**src/rtl/alu_pkg.sv**
```systemverilog
// alu_pkg: shared types for the registered ALU.
//   alu_op_t    - 4-bit opcode; codes 11..15 are reserved.
//   alu_flags_t - packed {n, z, v, c} flag bundle.
//   alu_state_t - control states of alu_registrada.
package alu_pkg;

    localparam int unsigned OP_W = 4;

    typedef enum logic [OP_W-1:0] {
        OP_ADD    = 4'd0,
        OP_SUB    = 4'd1,
        OP_AND    = 4'd2,
        OP_OR     = 4'd3,
        OP_XOR    = 4'd4,
        OP_NOT    = 4'd5,
        OP_SHL    = 4'd6,
        OP_SHR    = 4'd7,
        OP_ASR    = 4'd8,
        OP_MUL    = 4'd9,
        OP_PASS_B = 4'd10
    } alu_op_t;

    typedef struct packed {
        logic n;
        logic z;
        logic v;
        logic c;
    } alu_flags_t;

    typedef enum logic [1:0] {
        ST_IDLE     = 2'd0,
        ST_MUL_BUSY = 2'd1,
        ST_DONE     = 2'd2
    } alu_state_t;

endpackage

```
**src/rtl/alu_comb.sv**
```systemverilog
// alu_comb: combinational single-cycle datapath of the registered ALU.
// Ports:
//   i_a, i_b   operands (shift amount = i_b[SHW-1:0])
//   i_op       opcode
//   o_result   result
//   o_flags    N/Z/V/C
//   o_illegal  opcode is reserved (includes MUL, which the top handles itself)
module alu_comb
    import alu_pkg::*;
#(
    parameter int unsigned WIDTH = 8
) (
    input  logic [WIDTH-1:0] i_a,
    input  logic [WIDTH-1:0] i_b,
    input  alu_op_t          i_op,
    output logic [WIDTH-1:0] o_result,
    output alu_flags_t       o_flags,
    output logic             o_illegal
);

    localparam int unsigned SHW = $clog2(WIDTH);
    localparam int unsigned MSB = WIDTH - 1;

    logic [SHW-1:0] w_sh;
    logic [WIDTH:0] w_ext;
    logic [WIDTH-1:0] w_res;
    logic           w_v;
    logic           w_c;
    logic           w_ill;

    assign w_sh = i_b[SHW-1:0];

    // w_ext is one bit wider than the operands: it carries the carry/borrow
    // for ADD/SUB and the last bit shifted out for the shifts, so a shift
    // amount of zero yields C=0 with no special case.
    always_comb begin
        w_ext = '0;
        w_res = '0;
        w_v   = 1'b0;
        w_c   = 1'b0;
        w_ill = 1'b0;
        case (i_op)
            OP_ADD: begin
                w_ext = {1'b0, i_a} + {1'b0, i_b};
                w_res = w_ext[WIDTH-1:0];
                w_c   = w_ext[WIDTH];
                w_v   = (i_a[MSB] == i_b[MSB]) && (w_res[MSB] != i_a[MSB]);
            end
            OP_SUB: begin
                w_ext = {1'b0, i_a} - {1'b0, i_b};
                w_res = w_ext[WIDTH-1:0];
                w_c   = ~w_ext[WIDTH];
                w_v   = (i_a[MSB] != i_b[MSB]) && (w_res[MSB] != i_a[MSB]);
            end
            OP_AND:    w_res = i_a & i_b;
            OP_OR:     w_res = i_a | i_b;
            OP_XOR:    w_res = i_a ^ i_b;
            OP_NOT:    w_res = ~i_a;
            OP_PASS_B: w_res = i_b;
            OP_SHL: begin
                w_ext = {1'b0, i_a} << w_sh;
                w_res = w_ext[WIDTH-1:0];
                w_c   = w_ext[WIDTH];
            end
            OP_SHR: begin
                w_ext = {i_a, 1'b0} >> w_sh;
                w_res = w_ext[WIDTH:1];
                w_c   = w_ext[0];
            end
            OP_ASR: begin
                w_ext = $unsigned($signed({i_a, 1'b0}) >>> w_sh);
                w_res = w_ext[WIDTH:1];
                w_c   = w_ext[0];
            end
            // Reserved codes and MUL: result 0, illegal.
            default: w_ill = 1'b1;
        endcase
    end

    always_comb begin
        o_result  = w_res;
        o_illegal = w_ill;
        o_flags   = '{n: w_res[MSB], z: (w_res == '0), v: w_v, c: w_c};
    end

endmodule

```
**src/rtl/alu_registrada.sv**
```systemverilog
// alu_registrada: registered ALU with valid/ready handshake on both sides.
// Single-cycle ops complete the cycle after accept; the optional multiplier
// iterates one shift-add step per clock. Result, flags and illegal are held
// stable while the consumer applies backpressure.
// Optional feature: define ALU_MUL_EN to build the iterative multiplier;
// without it opcode 9 is treated as reserved.
// Ports:
//   clk, reset           clock, synchronous active-high reset
//   in_valid, in_ready   input handshake; a, b, op captured on accept
//   a, b, op             operands and opcode
//   out_valid, out_ready output handshake
//   result, flag_n/z/v/c registered result and flags
//   illegal              registered; op was reserved
//   busy                 high in any state other than IDLE
module alu_registrada
    import alu_pkg::*;
#(
    parameter int unsigned WIDTH = 8
) (
    input  logic             clk,
    input  logic             reset,
    input  logic             in_valid,
    output logic             in_ready,
    input  logic [WIDTH-1:0] a,
    input  logic [WIDTH-1:0] b,
    input  logic [3:0]       op,
    output logic             out_valid,
    input  logic             out_ready,
    output logic [WIDTH-1:0] result,
    output logic             flag_n,
    output logic             flag_z,
    output logic             flag_v,
    output logic             flag_c,
    output logic             illegal,
    output logic             busy
);

    alu_state_t       r_state;
    logic [WIDTH-1:0] r_result;
    alu_flags_t       r_flags;
    logic             r_illegal;

    logic             w_accept;
    logic             w_start_mul;
    logic [WIDTH-1:0] w_alu_result;
    alu_flags_t       w_alu_flags;
    logic             w_alu_illegal;

    // In DONE the slot frees up in the same cycle the consumer takes the result.
    assign in_ready  = (r_state == ST_IDLE) || ((r_state == ST_DONE) && out_ready);
    assign w_accept  = in_valid && in_ready;
    assign out_valid = (r_state == ST_DONE);
    assign busy      = (r_state != ST_IDLE);

    assign result  = r_result;
    assign flag_n  = r_flags.n;
    assign flag_z  = r_flags.z;
    assign flag_v  = r_flags.v;
    assign flag_c  = r_flags.c;
    assign illegal = r_illegal;

    alu_comb #(
        .WIDTH(WIDTH)
    ) u_comb (
        .i_a      (a),
        .i_b      (b),
        .i_op     (alu_op_t'(op)),
        .o_result (w_alu_result),
        .o_flags  (w_alu_flags),
        .o_illegal(w_alu_illegal)
    );

`ifdef ALU_MUL_EN
    localparam int unsigned SHW = $clog2(WIDTH);

    logic [2*WIDTH-1:0] r_mcand;
    logic [2*WIDTH-1:0] r_prod;
    logic [WIDTH-1:0]   r_mplier;
    logic [SHW-1:0]     r_count;
    logic [2*WIDTH-1:0] w_prod_next;
    logic               w_mul_last;
    alu_flags_t         w_mul_flags;

    assign w_start_mul = (op == 4'(OP_MUL));
    assign w_prod_next = r_mplier[0] ? (r_prod + r_mcand) : r_prod;
    assign w_mul_last  = (r_count == SHW'(WIDTH - 1));
    assign w_mul_flags = '{n: w_prod_next[WIDTH-1],
                           z: (w_prod_next[WIDTH-1:0] == '0),
                           v: 1'b0,
                           c: (w_prod_next[2*WIDTH-1:WIDTH] != '0)};

    // Shift-add multiplier: multiplicand moves left, multiplier moves right,
    // partial product accumulates one bit per clock.
    always_ff @(posedge clk) begin
        if (reset) begin
            r_mcand  <= '0;
            r_prod   <= '0;
            r_mplier <= '0;
            r_count  <= '0;
        end else if (w_accept && w_start_mul) begin
            r_mcand  <= {WIDTH'(0), a};
            r_prod   <= '0;
            r_mplier <= b;
            r_count  <= '0;
        end else if (r_state == ST_MUL_BUSY) begin
            r_prod   <= w_prod_next;
            r_mcand  <= r_mcand << 1;
            r_mplier <= r_mplier >> 1;
            r_count  <= r_count + SHW'(1);
        end
    end
`else
    assign w_start_mul = 1'b0;
`endif

    // Control FSM and output registers.
    always_ff @(posedge clk) begin
        if (reset) begin
            r_state   <= ST_IDLE;
            r_result  <= '0;
            r_flags   <= '0;
            r_illegal <= 1'b0;
        end else begin
            case (r_state)
                ST_IDLE, ST_DONE: begin
                    if (w_accept) begin
                        if (w_start_mul) begin
                            r_state <= ST_MUL_BUSY;
                        end else begin
                            r_state   <= ST_DONE;
                            r_result  <= w_alu_result;
                            r_flags   <= w_alu_flags;
                            r_illegal <= w_alu_illegal;
                        end
                    end else if ((r_state == ST_DONE) && out_ready) begin
                        r_state <= ST_IDLE;
                    end
                end
`ifdef ALU_MUL_EN
                ST_MUL_BUSY: begin
                    if (w_mul_last) begin
                        r_state   <= ST_DONE;
                        r_result  <= w_prod_next[WIDTH-1:0];
                        r_flags   <= w_mul_flags;
                        r_illegal <= 1'b0;
                    end
                end
`endif
                default: r_state <= ST_IDLE;
            endcase
        end
    end

endmodule

```
**config.mk**
```make
export PLATFORM = sky130hd
export DESIGN_NAME = alu_registrada
export DESIGN_NICKNAME = d
export VERILOG_FILES = /design/src/rtl/alu_pkg.sv /design/src/rtl/alu_comb.sv /design/src/rtl/alu_registrada.sv
export SDC_FILE = /design/constraint.sdc
export NUM_CORES = 1
export LEC_CHECK = 0
export ABC_CLOCK_PERIOD_IN_PS = 3900
export CAP_MARGIN = 20
export CORE_MARGIN = 5
export CORE_UTILIZATION = 25
export CTS_BUF_LIST = sky130_fd_sc_hd__clkbuf_8 sky130_fd_sc_hd__clkbuf_16
export DETAILED_ROUTE_END_ITERATION = 10
export DONT_BUFFER_PORTS = 1
export PLACE_DENSITY = 0.42
export SLEW_MARGIN = 20
export SYNTH_ARGS = -nofsm -noshare
export SYNTH_HDL_FRONTEND = slang
export SYNTH_SLANG_ARGS = --single-unit
```
**constraint.sdc**
```tcl
create_clock -name clk -period 3.9 [get_ports clk]
set_input_delay 0.195 -clock clk [delete_from_list [all_inputs] [get_ports clk]]
set_output_delay 0.195 -clock clk [all_outputs]
set_load 0.02 [all_outputs]
```
==> out/results.ini <==
[critical_path]
critical_path_class = in2reg
crit_fanout = 19
cp.required_ps = 4070
cp.arrival_ps = 2810
setup.worst_path.start_class = input port
end_kind = flip-flop

[detailed_routing]
viasPerCell = 5.65
wl_per_cell_um = 19.3
vias = 2586
drc = 0
drt_iter0_markers = 252
drt-total-wl_um = 8850
dr.pass1.iters = 6
drtAntennaViolNets = 0

[placed_design]
dp_cells = 454
gp_congestion = 0.931
dp_slack_ps = 1030
portBuffers = 0
dp_hpwl_um = 6880

[logic_synthesis]
netlist.area_leader.share_pct = 12.6
yosys.cell_count.top_type = nor2_1
async_flop_share_pct = 0
ys_warn_count = 0
synth_cells = 345
synth_commonest_cells = 30 x nor2_1, 26 x a21oi_1, 26 x nand2_1
syn-num-nets = 396
yosysTopAreaCell = ha_1
synth-edff-count = 0
avgSynthCellArea_sq_um = 7.18
synth_ff_type = dfxtp_1
synth_seq_area_share_pct = 10.5
synth_area_sq_um = 2480
ys_types = 72
synth_area_leaders = ha_1 13%, dfxtp_1 11%, a21oi_1 5.3%
synth_seq_cells = 13

[clocking]
hold_buffers = 0
post-cts-setup-buffers = 0
numClockSinks = 13
htree_levels = 1
clk_latency_ps = 230
cts_root_buf = clkbuf_8
clk_pin_slew_ps = 50
cts_resized = 0
numCtsBuffers = 3
cts_tree = done
clk_path_buf_depth = 2

[grt]
grt_pass1_wl_um = 13800
grt_pass1_vias = 2480
grt_overflow_total = 0
grt_max_degree = 36
antenna_found_initial = 0
groute.usage.overall_pct = 14.6

[timing]
clock_skew_ps = 1.22
hold_viol = 0
fin_ws_ps = 1260
tns_ps = 0
period_share_pct = 67.6
fmax_mhz = 379
slew_headroom_pct = 28.0
report.final.slew_viol_count = 0
rsz0062_at_grt = false
setup_violations = 0
period_needed_ps = 2640
holdWs_ps = 23.4
tightest_slew_ps = 1070

[floorplanning]
die_area_sq_um = 12000
io_pins = 40
die_h_um = 110
rows = 36
initial_utilization_pct = 25.5
core_sq_um = 9730
die_w_um = 110

[power]
power_leakage_nw = 1.02
power.total_mw = 0.506
max-vdd-ir-drop_mv = 0.156
power_density_nw_per_um2 = 196

[cells_and_area]
syn2layout_area_growth_pct = 4.09
nNetsFinal = 377
antennaDiodeCount = 0
fin_cells = 458
fill_cells = 1119
drive_gt1_share_pct = 5.85

[worst_hold_path]
hold_path_class = in2reg

[outcome]
outcome = complete, no violations

[flow_run]
maxCapViolations = 0

-- cell usage in the layout (no fill, tap or decap), types with 5 or more instances in the layout --
cell	netlist	final
o22ai_1	7	7
o211ai_1	6	6
inv_1	25	25
and2_1	5	5
nand3b_1	5	5
o21ai_0	11	11
nand2b_1	6	6
nand3_1	10	10
a211oi_1	10	10
nor2_1	30	30
nor3_1	13	13
nand2_1	26	26
nor2b_1	7	7
ha_1	25	25
mux2i_1	11	11
dfxtp_1	13	13
a21oi_1	26	26
-- cells by family (layout without fill, tap and decap cells) --
family,count (synthesis),in the layout,synth area share [%]
compound gates,105,105,29.6
xor+xnor,3,3,1.06
flops,13,13,10.5
buf+inv,53,33,9.34
simple gates,128,128,27.6
fa+ha+maj,27,27,14.2
mux,16,16,7.63
-- state kept, by name (all words and copies together) (netlist names) --
name	count
illegal	1
flag_v	1
r_state	1
flag_c	1
result	8
flag_z	1
-- path summary, 6_finish.rpt --
| path | startpoint | endpoint | slack [ps] | cells after the start |
|---|---|---|---|---|
| min reg2reg | illegal | illegal | 560 | 2 |
| max | b[2] | flag_z | 1260 | 9 |
| min | reset | illegal | 20 | 1 |
| max reg2reg | r_state[1] | flag_z | 1550 | 8 |
-- metrics by stage --
| step | instance area, sq um | utilization (%) |
|---|---|---|
| 3_3_place_gp | 2530 | 26.0 |
| 4_1_cts | 2580 | 26.5 |
| 3_5_place_dp | 2530 | 26.0 |
| 5_1_grt | 2580 | 26.5 |
| 6_report | 2580 | 26.5 |
| 2_1_floorplan | 2480 | - |
-- power by group --
| part | internal [mW] | total, mW | switching [mW] | leakage (nW) |
|---|---|---|---|---|
| Sequential | 0.143 | 0.165 | 0.0218 | 0.107 |
| Clock | 0.0703 | 0.115 | 0.0447 | 0.0255 |
| Combinational | 0.0965 | 0.226 | 0.130 | 0.885 |
| Total | 0.310 | 0.506 | 0.196 | 1.02 |
-- critical path, stage by stage --
cell      delay, ps
clkinv_1        180
ha_1            540
nor3_1          110
nor3_1          320
o22a_1          180
a21oi_1          60
or4_1           580
or4_1           510
o21ai_1         130
-- metal layers --
layer	global-route usage [%]	vias to the layer above	routed length [um]
met1	21.8	1242	4260
met5	0	-	0
li1	-	1239	-
met4	1.34	0	35
met3	2.35	6	683
met2	22.9	99	3870
-- layout make-up --
cell class	count	area [sq um]	share of cell area (%)
flip-flops and latches	13	260	10.1
clock buffers	3	41.3	1.60
repair buffers	3	22.5	0.873
multi-input cells	279	1990	77.0
inverters	26	97.6	3.78
well taps	133	166	6.45
clock inverters	1	5.00	0.194
Note: power is estimated with default switching activity, not from simulation.
